[config.mk]
export PLATFORM = sky130hd
export DESIGN_NAME = softmax_drain
export DESIGN_NICKNAME = d
export VERILOG_FILES = /design/src/rtl/softmax_drain_pkg.sv /design/src/rtl/softmax_drain_sat.sv /design/src/rtl/softmax_drain.sv
export SDC_FILE = /design/constraint.sdc
export NUM_CORES = 1
export LEC_CHECK = 0
export ABC_AREA = 1
export BUFFER_PORTS_ARGS = -buffer_cell sky130_fd_sc_hd__buf_4
export CORE_AREA = 5 5 142 144
export DETAILED_ROUTE_END_ITERATION = 8
export DIE_AREA = 0 0 147 149
export GPL_TIMING_DRIVEN = 1
export SLEW_MARGIN = 20
export SYNTH_ARGS = -nofsm -noshare
export SYNTH_HDL_FRONTEND = slang
export SYNTH_SLANG_ARGS = --single-unit
[constraint.sdc]
create_clock -name clk -period 4.7 [get_ports clk]
set_input_delay 0 -clock clk [delete_from_list [all_inputs] [get_ports clk]]
set_output_delay 0 -clock clk [all_outputs]
set_load 0.03 [all_outputs]
[src/rtl/softmax_drain_pkg.sv]
// ============================================================================
// Module  : softmax_drain_pkg
// Brief   : Shared config defaults and drain FSM state encoding.
// Revision: 1.0
// ============================================================================
`default_nettype none

`ifndef ARRAYWIDTH
`define ARRAYWIDTH 4
`endif
`ifndef FIXPOINT_INT
`define FIXPOINT_INT 22
`endif
`ifndef FIXPOINT_FRAC
`define FIXPOINT_FRAC 10
`endif
`ifndef OUTPUT_BUF_DATASIZE
`define OUTPUT_BUF_DATASIZE 32
`endif

package softmax_drain_pkg;

    localparam logic [0:0] ST_IDLE  = 1'b0;
    localparam logic [0:0] ST_DRAIN = 1'b1;

    typedef enum logic [0:0] {
        IDLE  = ST_IDLE,
        DRAIN = ST_DRAIN
    } state_t;

endpackage

`default_nettype wire

[src/rtl/softmax_drain_sat.sv]
// ============================================================================
// Module  : fxp_sat_one
// Brief   : Clamps one unsigned fixed-point element to 1.0 when
//           SOFTMAX_DRAIN_SAT_EN is defined; otherwise a pass-through.
// Revision: 1.0
// ============================================================================
`default_nettype none

module fxp_sat_one #(
    parameter int DW   = 32,
    parameter int FRAC = 10
) (
    input  logic [DW-1:0] din,
    output logic [DW-1:0] dout
`ifdef SOFTMAX_DRAIN_SAT_EN
    ,
    output logic          sat
`endif
);

`ifdef SOFTMAX_DRAIN_SAT_EN
    localparam logic [DW-1:0] ONE = {{(DW-1){1'b0}}, 1'b1} << FRAC;

    // Exactly 1.0 is legal; only values strictly above it are clamped.
    assign sat  = (din > ONE);
    assign dout = sat ? ONE : din;
`else
    assign dout = din;
`endif

endmodule

`default_nettype wire

[src/rtl/softmax_drain.sv]
// ============================================================================
// Module  : softmax_drain
// Brief   : Serialises a softmax output vector into one element per cycle.
//           Optional clamp/sticky flag under macro SOFTMAX_DRAIN_SAT_EN.
// Revision: 1.0
// ============================================================================
`default_nettype none

module softmax_drain
    import softmax_drain_pkg::*;
#(
    parameter int ARRAYWIDTH = `ARRAYWIDTH,
    parameter int DW         = `FIXPOINT_INT + `FIXPOINT_FRAC,
    parameter int FRAC       = `FIXPOINT_FRAC,
    localparam int IW        = (ARRAYWIDTH > 1) ? $clog2(ARRAYWIDTH) : 1
) (
    input  logic                       clk,
    input  logic                       rst,
    input  logic                       vec_valid,
    output logic                       vec_ready,
    input  logic [ARRAYWIDTH*DW-1:0]   vec_data,
    output logic                       elem_valid,
    input  logic                       elem_ready,
    output logic [DW-1:0]              elem_data,
    output logic [IW-1:0]              elem_idx,
    output logic                       elem_last
`ifdef SOFTMAX_DRAIN_SAT_EN
    ,
    output logic                       sat_flag
`endif
);

    localparam logic [IW-1:0] LAST_IDX = IW'(ARRAYWIDTH - 1);

    state_t         state;
    state_t         state_next;
    logic [IW-1:0]  idx;
    logic [DW-1:0]  hold     [ARRAYWIDTH];
    logic [DW-1:0]  captured [ARRAYWIDTH];
    logic           accept;
    logic           elem_fire;
    logic           is_last;
`ifdef SOFTMAX_DRAIN_SAT_EN
    logic [ARRAYWIDTH-1:0] sat_vec;
`endif

    genvar gi;
    generate
        for (gi = 0; gi < ARRAYWIDTH; gi++) begin : g_sat
            fxp_sat_one #(
                .DW   (DW),
                .FRAC (FRAC)
            ) u_sat (
                .din  (vec_data[gi*DW +: DW]),
                .dout (captured[gi])
`ifdef SOFTMAX_DRAIN_SAT_EN
                ,
                .sat  (sat_vec[gi])
`endif
            );
        end
    endgenerate

    assign is_last = (state == DRAIN) && (idx == LAST_IDX);

    always_comb begin
        state_next = state;
        vec_ready  = 1'b0;
        elem_valid = 1'b0;
        elem_data  = '0;
        elem_idx   = '0;
        elem_last  = 1'b0;
        case (state)
            IDLE: vec_ready = 1'b1;
            DRAIN: begin
                elem_valid = 1'b1;
                elem_data  = hold[idx];
                elem_idx   = idx;
                elem_last  = is_last;
                // Accepting on the final handshake keeps the stream gap-free.
                vec_ready  = is_last && elem_ready;
            end
            default: state_next = IDLE;
        endcase
        if (rst) begin
            vec_ready = 1'b0;
        end
        accept    = vec_valid && vec_ready;
        elem_fire = elem_valid && elem_ready;
        if (accept) begin
            state_next = DRAIN;
        end else if (elem_fire && is_last) begin
            state_next = IDLE;
        end
    end

    always_ff @(posedge clk or posedge rst) begin
        if (rst) begin
            state <= IDLE;
            idx   <= '0;
            for (int i = 0; i < ARRAYWIDTH; i++) begin
                hold[i] <= '0;
            end
        end else begin
            state <= state_next;
            if (accept) begin
                idx <= '0;
                for (int i = 0; i < ARRAYWIDTH; i++) begin
                    hold[i] <= captured[i];
                end
            end else if (elem_fire && !is_last) begin
                idx <= idx + 1'b1;
            end
        end
    end

`ifdef SOFTMAX_DRAIN_SAT_EN
    always_ff @(posedge clk or posedge rst) begin
        if (rst) begin
            sat_flag <= 1'b0;
        end else if (accept && (|sat_vec)) begin
            sat_flag <= 1'b1;
        end
    end
`endif

endmodule

`default_nettype wire

==> flow_summary.ini, run 1 <==
[outcome]
status = finished clean

[timing]
setup_viol_count_final = 0
totalNegativeSetupSlack_ns = 0
finalCritPeriodShare = 0.675
tightest_slew_ns = 0.973
final-hold-violation-count = 0
post-route-min-period_ns = 3.17
rsz0062_at_grt = no
timing.max_slew.rel_slack = 0.351
fmax_ghz = 0.315
fin_worst_skew_ns = 0.00751
report.final.slew_viol_count = 0

[pwr]
power.clock.fraction = 0.223
power.density_cell_area_mw_per_mm2 = 641
power_report.internal_total_w = 0.00367
p_sw_w = 0.00288
cellLeakagePower_nw = 5.54
power.share.switching = 0.440
seqPwrFrac = 0.301
max_rail_drop_vdd_uv = 375
comb_power_share = 0.476
fin_total_pwr_w = 0.00656

[logic_synthesis]
synth_ff_type = sky130_fd_sc_hd__dfrtp_1
synth.top_cells.by_area = sky130_fd_sc_hd__dfrtp_1, sky130_fd_sc_hd__nand2_1, sky130_fd_sc_hd__nand4_1, sky130_fd_sc_hd__inv_1, sky130_fd_sc_hd__nand3_1
syn-cell-area_mm2 = 0.00703
yosys.area_share.simple = 0.376
post_synth_mux_area_share = 0
synth.yosys.warnings = 0
synth_xor_area_frac = 0
synth_seq_area_share = 0.467
share_of_the_synthesized_area_in_the_top_cell_type = 0.467
yosysMostFrequentCell = sky130_fd_sc_hd__nand2_1
main_combinational_cell_family_by_area_after_synthesis = simple AND/OR/NAND/NOR gates
post_synthesis_async_set_or_reset_flop_share = 1.00
postSynthCellCount = 979
synth-compound-area-share = 0.0228
synth_enable_flop_cells = 0
postSynthNetCount = 1112
synth.ff_latch_count = 131
synth.avg_cell_area_um2 = 7.18
synth_largest_area_cell = sky130_fd_sc_hd__dfrtp_1
synth.distinct_cells = 17
most_frequent_cells_after_synthesis = sky130_fd_sc_hd__nand2_1, sky130_fd_sc_hd__inv_1, sky130_fd_sc_hd__dfrtp_1, sky130_fd_sc_hd__nand4_1, sky130_fd_sc_hd__nand3_1
yosys.area_share.adder = 0.00178

[global_routing]
grt_pass1_vias = 7167
grt_pass1_wl_mm = 37.6
grt_use_total = 0.214
grt_overflow_total = 0
initial_antenna_violation_count = 0
grt_max_degree = 156

[drt]
post_drt_wl_per_cell_um = 15.9
drtIter0Drc = 477
firstDrtPassIters = 4
viasPerCell = 4.93
totalWireLength_mm = 23.4
final_antenna_net_count = 0
drc_errors = 0
num_vias = 7258

[clock_tree]
cts_tree = done
max-clock-path-buffers = 2
clkTransAtPathRegs_ns = 0.06
cts_buffers = 17
clock_sinks = 131
number_of_h_tree_levels = 4
clock_latency_ns = 0.42
cts_post_setup_buffers_inserted = 0
cts.root.buffer_cell = sky130_fd_sc_hd__clkbuf_16

[setup_path]
worst_setup_path_endpoint = vec_ready
critical-path-slowest-cell = sky130_fd_sc_hd__dfrtp_2
critical_path_required_ns = 4.70
setup.worst_path.start_class = register
timing.critical_path.arrival_ns = 3.17
crit_fanout = 67
cp_cell_sequence = ha_1, nand2_1, nand2_4, buf_4, nand2_1, inv_1, buf_4
reg2reg_end = hold[55]
path_class = reg -> out
reg2reg_setup_slack_ns = 1.86
rr_worst_depth = 6
timing.rr.start = idx[0]
slowest_delay_ns = 0.75
critical_path.endpoint_type = output pin
cp-startpoint = idx[0]

[floorplanning]
row_count = 50
die_area_mm2 = 0.0219
coreArea_mm2 = 0.0186
initial_utilization = 0.378
boundaryPins = 169
floorplan.die.height_um = 149
die_x_um = 147

[placed_design]
portBuffers = 168
placed_cell_area_mm2 = 0.00827
gp_routability_congestion = 0.782
place.detailed.hpwl_mm = 14.2

[cells_and_area]
postLayoutCoreUtil = 0.550
layout-drive-gt1-share = 0.175
finalInstanceArea_mm2 = 0.0102
post_synthesis_to_final_layout_area_growth_pct = 45.5
insertedDiodeCount = 0
number_of_nets_in_the_layout = 1359

[run]
maxCapViolCount = 0

[min_path]
worst_hold_path_type = in -> reg
[kinds of logic after synthesis]
| group | count (synthesis) |
|---|---|
| adder cells (fa/ha/maj) | 1 |
| flip-flops | 131 |
| AND/OR/NAND/NOR | 595 |
| buffers and inverters | 220 |
| AO/OA/AOI/OAI | 32 |
[worst max-delay path: cells and delay by family (launching register included)]
| kind | cells | cell delay (ns) |
|---|---|---|
| adders and majority gates | 1 | 0.31 |
| DFF | 1 | 0.75 |
| and+or+nand+nor | 3 | 0.74 |
| buffers and inverters | 3 | 0.89 |
[repair_timing]
item / in CTS / in global routing
hold endpoints to repair: 209 / 0
resized for setup: 0 / 0
hold buffers: 130 / 0
[sequential cells by signal (all words and copies together) (netlist names)]
signal,flops
state,1
hold,128
idx,2
[cell usage in the layout, fill, tap and decap left out]
cell type,instances
sky130_fd_sc_hd__inv_8,1
sky130_fd_sc_hd__inv_1,136
sky130_fd_sc_hd__nand2_1,398
sky130_fd_sc_hd__nor2_1,2
sky130_fd_sc_hd__dfrtp_2,1
sky130_fd_sc_hd__nand3_4,1
sky130_fd_sc_hd__clkbuf_8,1
sky130_fd_sc_hd__clkinv_2,4
sky130_fd_sc_hd__inv_2,2
sky130_fd_sc_hd__a21oi_1,32
sky130_fd_sc_hd__nand2_4,1
sky130_fd_sc_hd__clkinv_4,2
sky130_fd_sc_hd__buf_4,179
sky130_fd_sc_hd__bufinv_16,5
sky130_fd_sc_hd__clkinvlp_4,3
sky130_fd_sc_hd__ha_1,1
sky130_fd_sc_hd__dfrtp_1,130
sky130_fd_sc_hd__clkbuf_16,17
sky130_fd_sc_hd__dlygate4sd3_1,130
sky130_fd_sc_hd__nand4_1,128
sky130_fd_sc_hd__nand3_1,65
[per-layer routing]
layer / vias up / share of wire / GRT usage
met5: - / 0 / 0
met4: 0 / 0.013 / 0.0545
met3: 25 / 0.062 / 0.0486
met2: 237 / 0.50 / 0.368
met1: 3399 / 0.42 / 0.273
li1: 3597 / - / -
[power by group through the flow]
| stage | Sequential (W) | Clock (W) | Combinational (W) |
|---|---|---|---|
| 3_3_place_gp | 0.00197 | 0 | 0.00302 |
| 6_report | 0.00197 | 0.00146 | 0.00312 |
| 2_1_floorplan | 0.00188 | 0 | 0.00217 |
| 4_1_cts | 0.00197 | 0.00149 | 0.00315 |
| 5_1_grt | 0.00205 | 0.00155 | 0.00349 |
| 3_5_place_dp | 0.00199 | 0 | 0.00305 |
[how the worst min path moves through the flow]
| stage | end | slack [ns] | depth (start not counted) | startpoint |
|---|---|---|---|---|
| floorplan | hold[34] | 0.15 | 2 | vec_data[66] |
| global placement | hold[57] | 0.25 | 3 | vec_data[89] |
| detailed placement | hold[57] | 0.25 | 3 | vec_data[89] |
| CTS | hold[100] | 0.10 | 3 | vec_valid |
| global route | hold[32] | 0.11 | 3 | vec_valid |
| finish | hold[114] | 0.11 | 3 | vec_valid |
[final cells by class]
type,count,area (µm²)
Clock inverter,14,210
Sequential cell,131,3280
Tap cell,234,293
Multi-Input combinational cell,628,2830
Inverter,139,529
Timing Repair Buffer,309,2650
Fill cell,1794,8360
Clock buffer,18,439
[metrics by stage]
step                      hold slack [ns]  worst slack [ns]  std cells
after global routing                0.109              1.26       1473
after CTS                           0.101              1.48       1473
after floorplan                     0.149              2.30        979
after global placement              0.248              1.94       1311
final                               0.107              1.53       1473
after detailed placement            0.251              1.88       1311
Power figures use the tool's default switching activity.
==> inputs of run 2 (changes only) <==
==> constraint.sdc (replaced) <==
create_clock -name clk -period 3.25 [get_ports clk]
set_input_delay 0 -clock clk [delete_from_list [all_inputs] [get_ports clk]]
set_output_delay 0 -clock clk [all_outputs]
set_load 0.03 [all_outputs]
==> run 2 against run 1 <==
Critical path type unchanged. Combinational power up 45%. Sequential share of layout area increased by 0.12 points. Register-to-register slack got worse by 0.76 ns. Flip-flop and latch count stayed put. Largest power group unchanged. Power is 41% higher. Cell area shrank 0.37%. Critical endpoint is now elem_data[8]. Sequential power rose by 46%. Via count is 0.80% lower. Non-clock buffer count grew 3. Die area unchanged. Core utilization is 0.20 points lower.
==> flow_summary.ini, run 2 (synthesis results as in run 1) <==
[floorplanning]
boundaryPins = 169
die_area_mm2 = 0.0219
initial_utilization = 0.378
die_x_um = 147
floorplan.die.height_um = 149
coreArea_mm2 = 0.0186
row_count = 50

[cells_and_area]
finalInstanceArea_mm2 = 0.0102
post_synthesis_to_final_layout_area_growth_pct = 45.0
layout.cells.most_common = sky130_fd_sc_hd__nand2_1
largest_register = hold
layout-drive-gt1-share = 0.171
insertedDiodeCount = 0
biggestRegsByFlops = hold: 128 flops, idx: 2 flops, state: 1 flops
n_fill_cell = 1802
number_of_nets_in_the_layout = 1362
layout_common_cells = sky130_fd_sc_hd__nand2_1, sky130_fd_sc_hd__buf_4, sky130_fd_sc_hd__inv_1
largest_register_ffs = 128

[clock_tree]
postCtsResizedCells = 0
clock_sinks = 131
cts.root.buffer_cell = sky130_fd_sc_hd__clkbuf_16
cts_post_setup_buffers_inserted = 0
max-clock-path-buffers = 2
clkTransAtPathRegs_ns = 0.06
cts_buffers = 17
clock_latency_ns = 0.42
cts_tree = done
number_of_h_tree_levels = 4

[setup_path]
cp_cell_sequence = inv_1, buf_4, nand3_1, a21oi_1, buf_4
slowest_delay_ns = 0.66
worst_path_most_repeated_cell = sky130_fd_sc_hd__buf_4
critical_path.endpoint_type = output pin
rr_worst_depth = 6
critical_path.n_buffers_inverters = 3
critical_path_depth = 5
critical-path-top-delay-family = buffers and inverters
crit_fanout = 20
setup.worst_path.start_class = register
reg2reg_setup_slack_ns = 1.10
path_class = reg -> out
timing.critical_path.arrival_ns = 2.56
critical_path_required_ns = 3.25
critical-path-slowest-cell = sky130_fd_sc_hd__inv_1

[drt]
totalWireLength_mm = 23.1
post_drt_wl_per_cell_um = 15.7
final_antenna_net_count = 0
viasPerCell = 4.88
drc_errors = 0
num_vias = 7200
drtIter0Drc = 415
firstDrtPassIters = 5

[global_routing]
initial_antenna_violation_count = 0
grt_overflow_total = 0
grt_pass1_vias = 7389
grt_use_total = 0.216
grt_max_degree = 131
grt_pass1_wl_mm = 37.9

[placed_design]
gp_routability_congestion = 0.824
placed_cell_area_mm2 = 0.00832
place.detailed.hpwl_mm = 14.8
portBuffers = 168

[pwr]
fin_total_pwr_w = 0.00927
cellLeakagePower_nw = 5.53
max_rail_drop_vdd_uv = 656
power.density_cell_area_mw_per_mm2 = 910

[timing]
totalNegativeSetupSlack_ns = 0
report.final.slew_viol_count = 0
final-hold-violation-count = 0
fin_worst_skew_ns = 0.00493
finalCritPeriodShare = 0.787
fmax_ghz = 0.391
setup_viol_count_final = 0
timing.max_slew.rel_slack = 0.320
post-route-min-period_ns = 2.56
tightest_slew_ns = 1.02
rsz0062_at_grt = no

[min_path]
min_path_cells = 3
worst_hold_path_type = in -> reg

[outcome]
status = finished clean

[run]
maxCapViolCount = 0
-- run 2: changes by cell type in the layout (fill, tap and decap cells not counted) --
cell / previous run / this run
sky130_fd_sc_hd__buf_12: 0 / 2
sky130_fd_sc_hd__buf_4: 179 / 180
sky130_fd_sc_hd__bufinv_16: 5 / 2
sky130_fd_sc_hd__clkbuf_1: 0 / 6
sky130_fd_sc_hd__clkbuf_8: 1 / 3
sky130_fd_sc_hd__clkinv_2: 4 / 3
sky130_fd_sc_hd__clkinv_4: 2 / 0
sky130_fd_sc_hd__clkinvlp_4: 3 / 0
sky130_fd_sc_hd__inv_1: 136 / 137
sky130_fd_sc_hd__inv_2: 2 / 1
-- run 2: path summary, 6_finish.rpt --
check / endpoint / from
worst max-delay path: elem_data[8] / idx[1]
worst max register to register: hold[97] / idx[1]
max in group asynchronous: hold[104] / rst
worst min-delay path: hold[66] / vec_valid
worst min register to register: hold[26] / hold[26]
min in group asynchronous: hold[85] / rst
-- run 2: metal layers --
layer,part of all wire,GRT usage
met2,0.50,0.380
met1,0.43,0.266
met3,0.057,0.0529
met5,0,0
met4,0.018,0.0578
-- run 2: power breakdown --
part | switching (W) | leakage [nW] | internal, W
Sequential | 0.000477 | 1.63 | 0.00240
Clock | 0.000684 | 0.278 | 0.00118
Combinational | 0.00296 | 3.63 | 0.00157
-- run 2: worst register-to-register path, delay by kind of cell (launching register included) --
family	cells	cell delay, ns
flops	1	0.67
fa+ha+maj	1	0.32
simple gates	4	0.67
buf+inv	1	0.42
-- run 2: per-stage QoR --
| stage | setup slack, ns | hold slack (ns) | cells | utilization |
|---|---|---|---|---|
| detailed placement | 1.12 | 0.0949 | 1314 | 0.448 |
| global placement | 1.14 | 0.0931 | 1314 | 0.448 |
| CTS | 0.689 | 0.0456 | 1475 | 0.548 |
| floorplan | 0.850 | 0.149 | 979 | - |
| finish | 0.692 | 0.0534 | 1475 | 0.548 |
| global route | 0.522 | 0.0617 | 1475 | 0.548 |
-- run 2: cell type report --
type,instances,area [µm²],area share
clock buffer,26,489,0.0480
timing repair buffer,312,2690,0.264
multi-input combinational,628,2830,0.278
sequential,131,3280,0.322
tap,234,293,0.0287
inverter,139,529,0.0520
clock inverter,5,75.1,0.00737
-- run 2: timing repair --
action | 4_1_cts | 5_1_grt
hold buffers | 130 | 0
endpoints found under the hold margin | 171 | 0
endpoints found under the setup margin | 0 | 0
==> inputs of run 3 (changes only) <==
--- a/config.mk
+++ b/config.mk
@@ -5,11 +5,11 @@
 export SDC_FILE = /design/constraint.sdc
 export NUM_CORES = 1
 export LEC_CHECK = 0
-export ABC_AREA = 1
+export ABC_AREA = 0
 export BUFFER_PORTS_ARGS = -buffer_cell sky130_fd_sc_hd__buf_4
-export CORE_AREA = 5 5 142 144
+export CORE_AREA = 5 5 131 133
 export DETAILED_ROUTE_END_ITERATION = 8
-export DIE_AREA = 0 0 147 149
+export DIE_AREA = 0 0 136 138
 export GPL_TIMING_DRIVEN = 1
 export SLEW_MARGIN = 20
 export SYNTH_ARGS = -nofsm -noshare
==> constraint.sdc (replaced) <==
create_clock -name clk -period 2.11 [get_ports clk]
set_input_delay 0 -clock clk [delete_from_list [all_inputs] [get_ports clk]]
set_output_delay 0 -clock clk [all_outputs]
set_load 0.03 [all_outputs]
==> run 3 against run 2 <==
Global-route usage decreased by 4.8 points. Wire length decreased by 34%. First-iteration DRC count decreased by 73%. Clock-buffer cell count decreased by 3. Non-clock buffer count decreased by 6. Final cell count decreased by 40%. Cell area decreased by 8.7%. Critical path type unchanged. Critical endpoint is now elem_data[0]. Largest cell class unchanged. Largest power group unchanged. Highest routed layer unchanged.
==> flow_summary.ini, run 3 <==
[pwr]
fin_total_pwr_w = 0.0133
power.share.switching = 0.334
p_sw_w = 0.00444
power.clock.fraction = 0.222
power_report.internal_total_w = 0.00886
max_rail_drop_vdd_uv = 875
cellLeakagePower_nw = 4.10
power.density_cell_area_mw_per_mm2 = 1430
seqPwrFrac = 0.330
comb_power_share = 0.448

[clock_tree]
number_of_h_tree_levels = 4
cts_buffers = 17
cts_post_setup_buffers_inserted = 0
cts_tree = done
clkTransAtPathRegs_ns = 0.05
max-clock-path-buffers = 2
cts.root.buffer_cell = sky130_fd_sc_hd__clkbuf_16
clock_latency_ns = 0.41
clock_sinks = 131

[placed_design]
place.detailed.hpwl_mm = 9.32
placed_cell_area_mm2 = 0.00740
portBuffers = 168
gp_routability_congestion = 0.753
dp_worst_setup_slack_ns = 0.234

[setup_path]
slowest_delay_ns = 0.56
critical_path.endpoint_type = output pin
critical-path-top-delay-family = multiplexers
crit_fanout = 34
critical_path_required_ns = 2.11
critical_path.n_buffers_inverters = 2
setup.worst_path.start_class = register
path_class = reg -> out
timing.critical_path.arrival_ns = 2.02
critical-path-slowest-cell = sky130_fd_sc_hd__mux4_2
cp_cell_sequence = clkbuf_8, mux4_2, and2_1, buf_4

[cells_and_area]
insertedDiodeCount = 0
largest_register_ffs = 128
biggestRegsByFlops = hold: 128 flops, idx: 2 flops, state: 1 flops
layout_common_cells = sky130_fd_sc_hd__buf_4, sky130_fd_sc_hd__dlygate4sd3_1, sky130_fd_sc_hd__dfrtp_1
largest_register = hold
finalInstanceArea_mm2 = 0.00930
n_fill_cell = 1229
layout.cells.most_common = sky130_fd_sc_hd__buf_4
layout-drive-gt1-share = 0.421
post_synthesis_to_final_layout_area_growth_pct = 56.9
number_of_nets_in_the_layout = 795

[logic_synthesis]
share_of_the_synthesized_area_in_the_top_cell_type = 0.553
synth.top_cells.by_area = sky130_fd_sc_hd__dfrtp_1, sky130_fd_sc_hd__mux2_1, sky130_fd_sc_hd__mux4_2, sky130_fd_sc_hd__mux2_2, sky130_fd_sc_hd__and2_1
most_frequent_cells_after_synthesis = sky130_fd_sc_hd__dfrtp_1, sky130_fd_sc_hd__mux2_1, sky130_fd_sc_hd__mux2_2, sky130_fd_sc_hd__and2_1, sky130_fd_sc_hd__mux4_2
synth.yosys.warnings = 0
syn-cell-area_mm2 = 0.00593
synth.ff_latch_count = 131
post_synthesis_async_set_or_reset_flop_share = 1.00
synth.distinct_cells = 18
synth_ff_type = sky130_fd_sc_hd__dfrtp_1
synth_largest_area_cell = sky130_fd_sc_hd__dfrtp_1
postSynthCellCount = 363
postSynthNetCount = 496
yosysMostFrequentCell = sky130_fd_sc_hd__dfrtp_1
synth_enable_flop_cells = 0
synth.avg_cell_area_um2 = 16.3
synth_seq_area_share = 0.553

[timing]
report.final.slew_viol_count = 0
final.setup.worst_slack_ns = 0.0874
finalCritPeriodShare = 0.959
rsz0062_at_grt = no
final-hold-violation-count = 0
fin_worst_skew_ns = 0.00690
tightest_slew_ns = 0.581
timing.max_slew.rel_slack = 0.612
totalNegativeSetupSlack_ns = 0
holdWs_ns = 0.0542
post-route-min-period_ns = 2.02
fmax_ghz = 0.494
setup_viol_count_final = 0

[floorplanning]
boundaryPins = 169
die_area_mm2 = 0.0188
row_count = 46
initial_utilization = 0.377
floorplan.die.height_um = 138
coreArea_mm2 = 0.0157
die_x_um = 136

[min_path]
worst_hold_path_type = in -> reg

[drt]
drtIter0Drc = 110
post_drt_wl_per_cell_um = 17.1
drc_errors = 0
viasPerCell = 4.70
totalWireLength_mm = 15.2
firstDrtPassIters = 4
num_vias = 4185
final_antenna_net_count = 0

[global_routing]
grt_use_total = 0.168
grt_pass1_vias = 4764
grt_overflow_total = 0
initial_antenna_violation_count = 0
grt_max_degree = 69
grt_pass1_wl_mm = 24.8

[run]
maxCapViolCount = 0

[outcome]
status = finished clean
==> run 3: final timing paths <==
| check | startpoint | end | slack (ns) | cells past startpoint |
|---|---|---|---|---|
| worst max-delay path | idx[1] | elem_data[0] | 0.09 | 4 |
| worst min-delay path | elem_ready | idx[0] | 0.05 | 4 |
| worst max register to register | idx[0] | hold[18] | 0.22 | 5 |
| worst min register to register | hold[63] | hold[63] | 0.48 | 1 |
| max in group asynchronous | rst | hold[12] | 1.08 | 4 |
| min in group asynchronous | rst | hold[57] | 0.26 | 3 |
==> run 3: power groups by stage <==
stage	combinational [W]	sequential [W]	clock, W
floorplan	0.00419	0.00421	0
CTS	0.00604	0.00440	0.00304
global placement	0.00572	0.00436	0
global route	0.00641	0.00457	0.00313
detailed placement	0.00582	0.00443	0
finish	0.00596	0.00439	0.00295
==> run 3: per-stage QoR <==
stage	instances	util
2_1_floorplan	363	-
3_3_place_gp	730	0.471
3_5_place_dp	730	0.471
4_1_cts	891	0.592
5_1_grt	891	0.592
6_report	891	0.592
==> run 3: cells by family after synthesis <==
| logic type | after synthesis | share of synthesized area |
|---|---|---|
| muxes | 161 | 0.366 |
| buffers and inverters | 27 | 0.0319 |
| and+or+nand+nor | 41 | 0.0433 |
| xor gates and xnor gates | 1 | 0.00148 |
| AOI/OAI and AO/OA | 1 | 0.00190 |
| DFF | 131 | 0.553 |
| adders and majority gates | 1 | 0.00211 |
==> run 3: worst register-to-register path, delay by kind of cell, from the launching register on <==
family | cells | cell delay [ns]
fa+ha+maj | 1 | 0.21
compound gates | 1 | 0.10
mux | 1 | 0.43
flops | 1 | 0.38
simple gates | 1 | 0.29
buf+inv | 1 | 0.36
==> run 3: layer usage <==
metal	GRT usage	up-vias	wire length [µm]
met3	0.0610	12	997
met4	0.0403	0	138
met1	0.207	2128	6350
met2	0.281	129	7750
met5	0	-	0
li1	-	1916	-
==> run 3: final cells by class <==
| cell class | count | area, µm² | share of cell area |
|---|---|---|---|
| Clock inverter | 9 | 129 | 0.0139 |
| Sequential cell | 131 | 3280 | 0.353 |
| Timing Repair Buffer | 306 | 2680 | 0.288 |
| Clock buffer | 23 | 468 | 0.0503 |
| Tap cell | 216 | 270 | 0.0291 |
| Multi-Input combinational cell | 205 | 2470 | 0.265 |
| Inverter | 1 | 7.51 | 0.000807 |
==> run 3: timing repair <==
action / 4_1_cts / 5_1_grt
resized for setup: 1 / 1
endpoints found under the setup margin: 2 / 2
hold buffers: 129 / 0
pin swaps: 0 / 0
hold endpoints to repair: 150 / 0
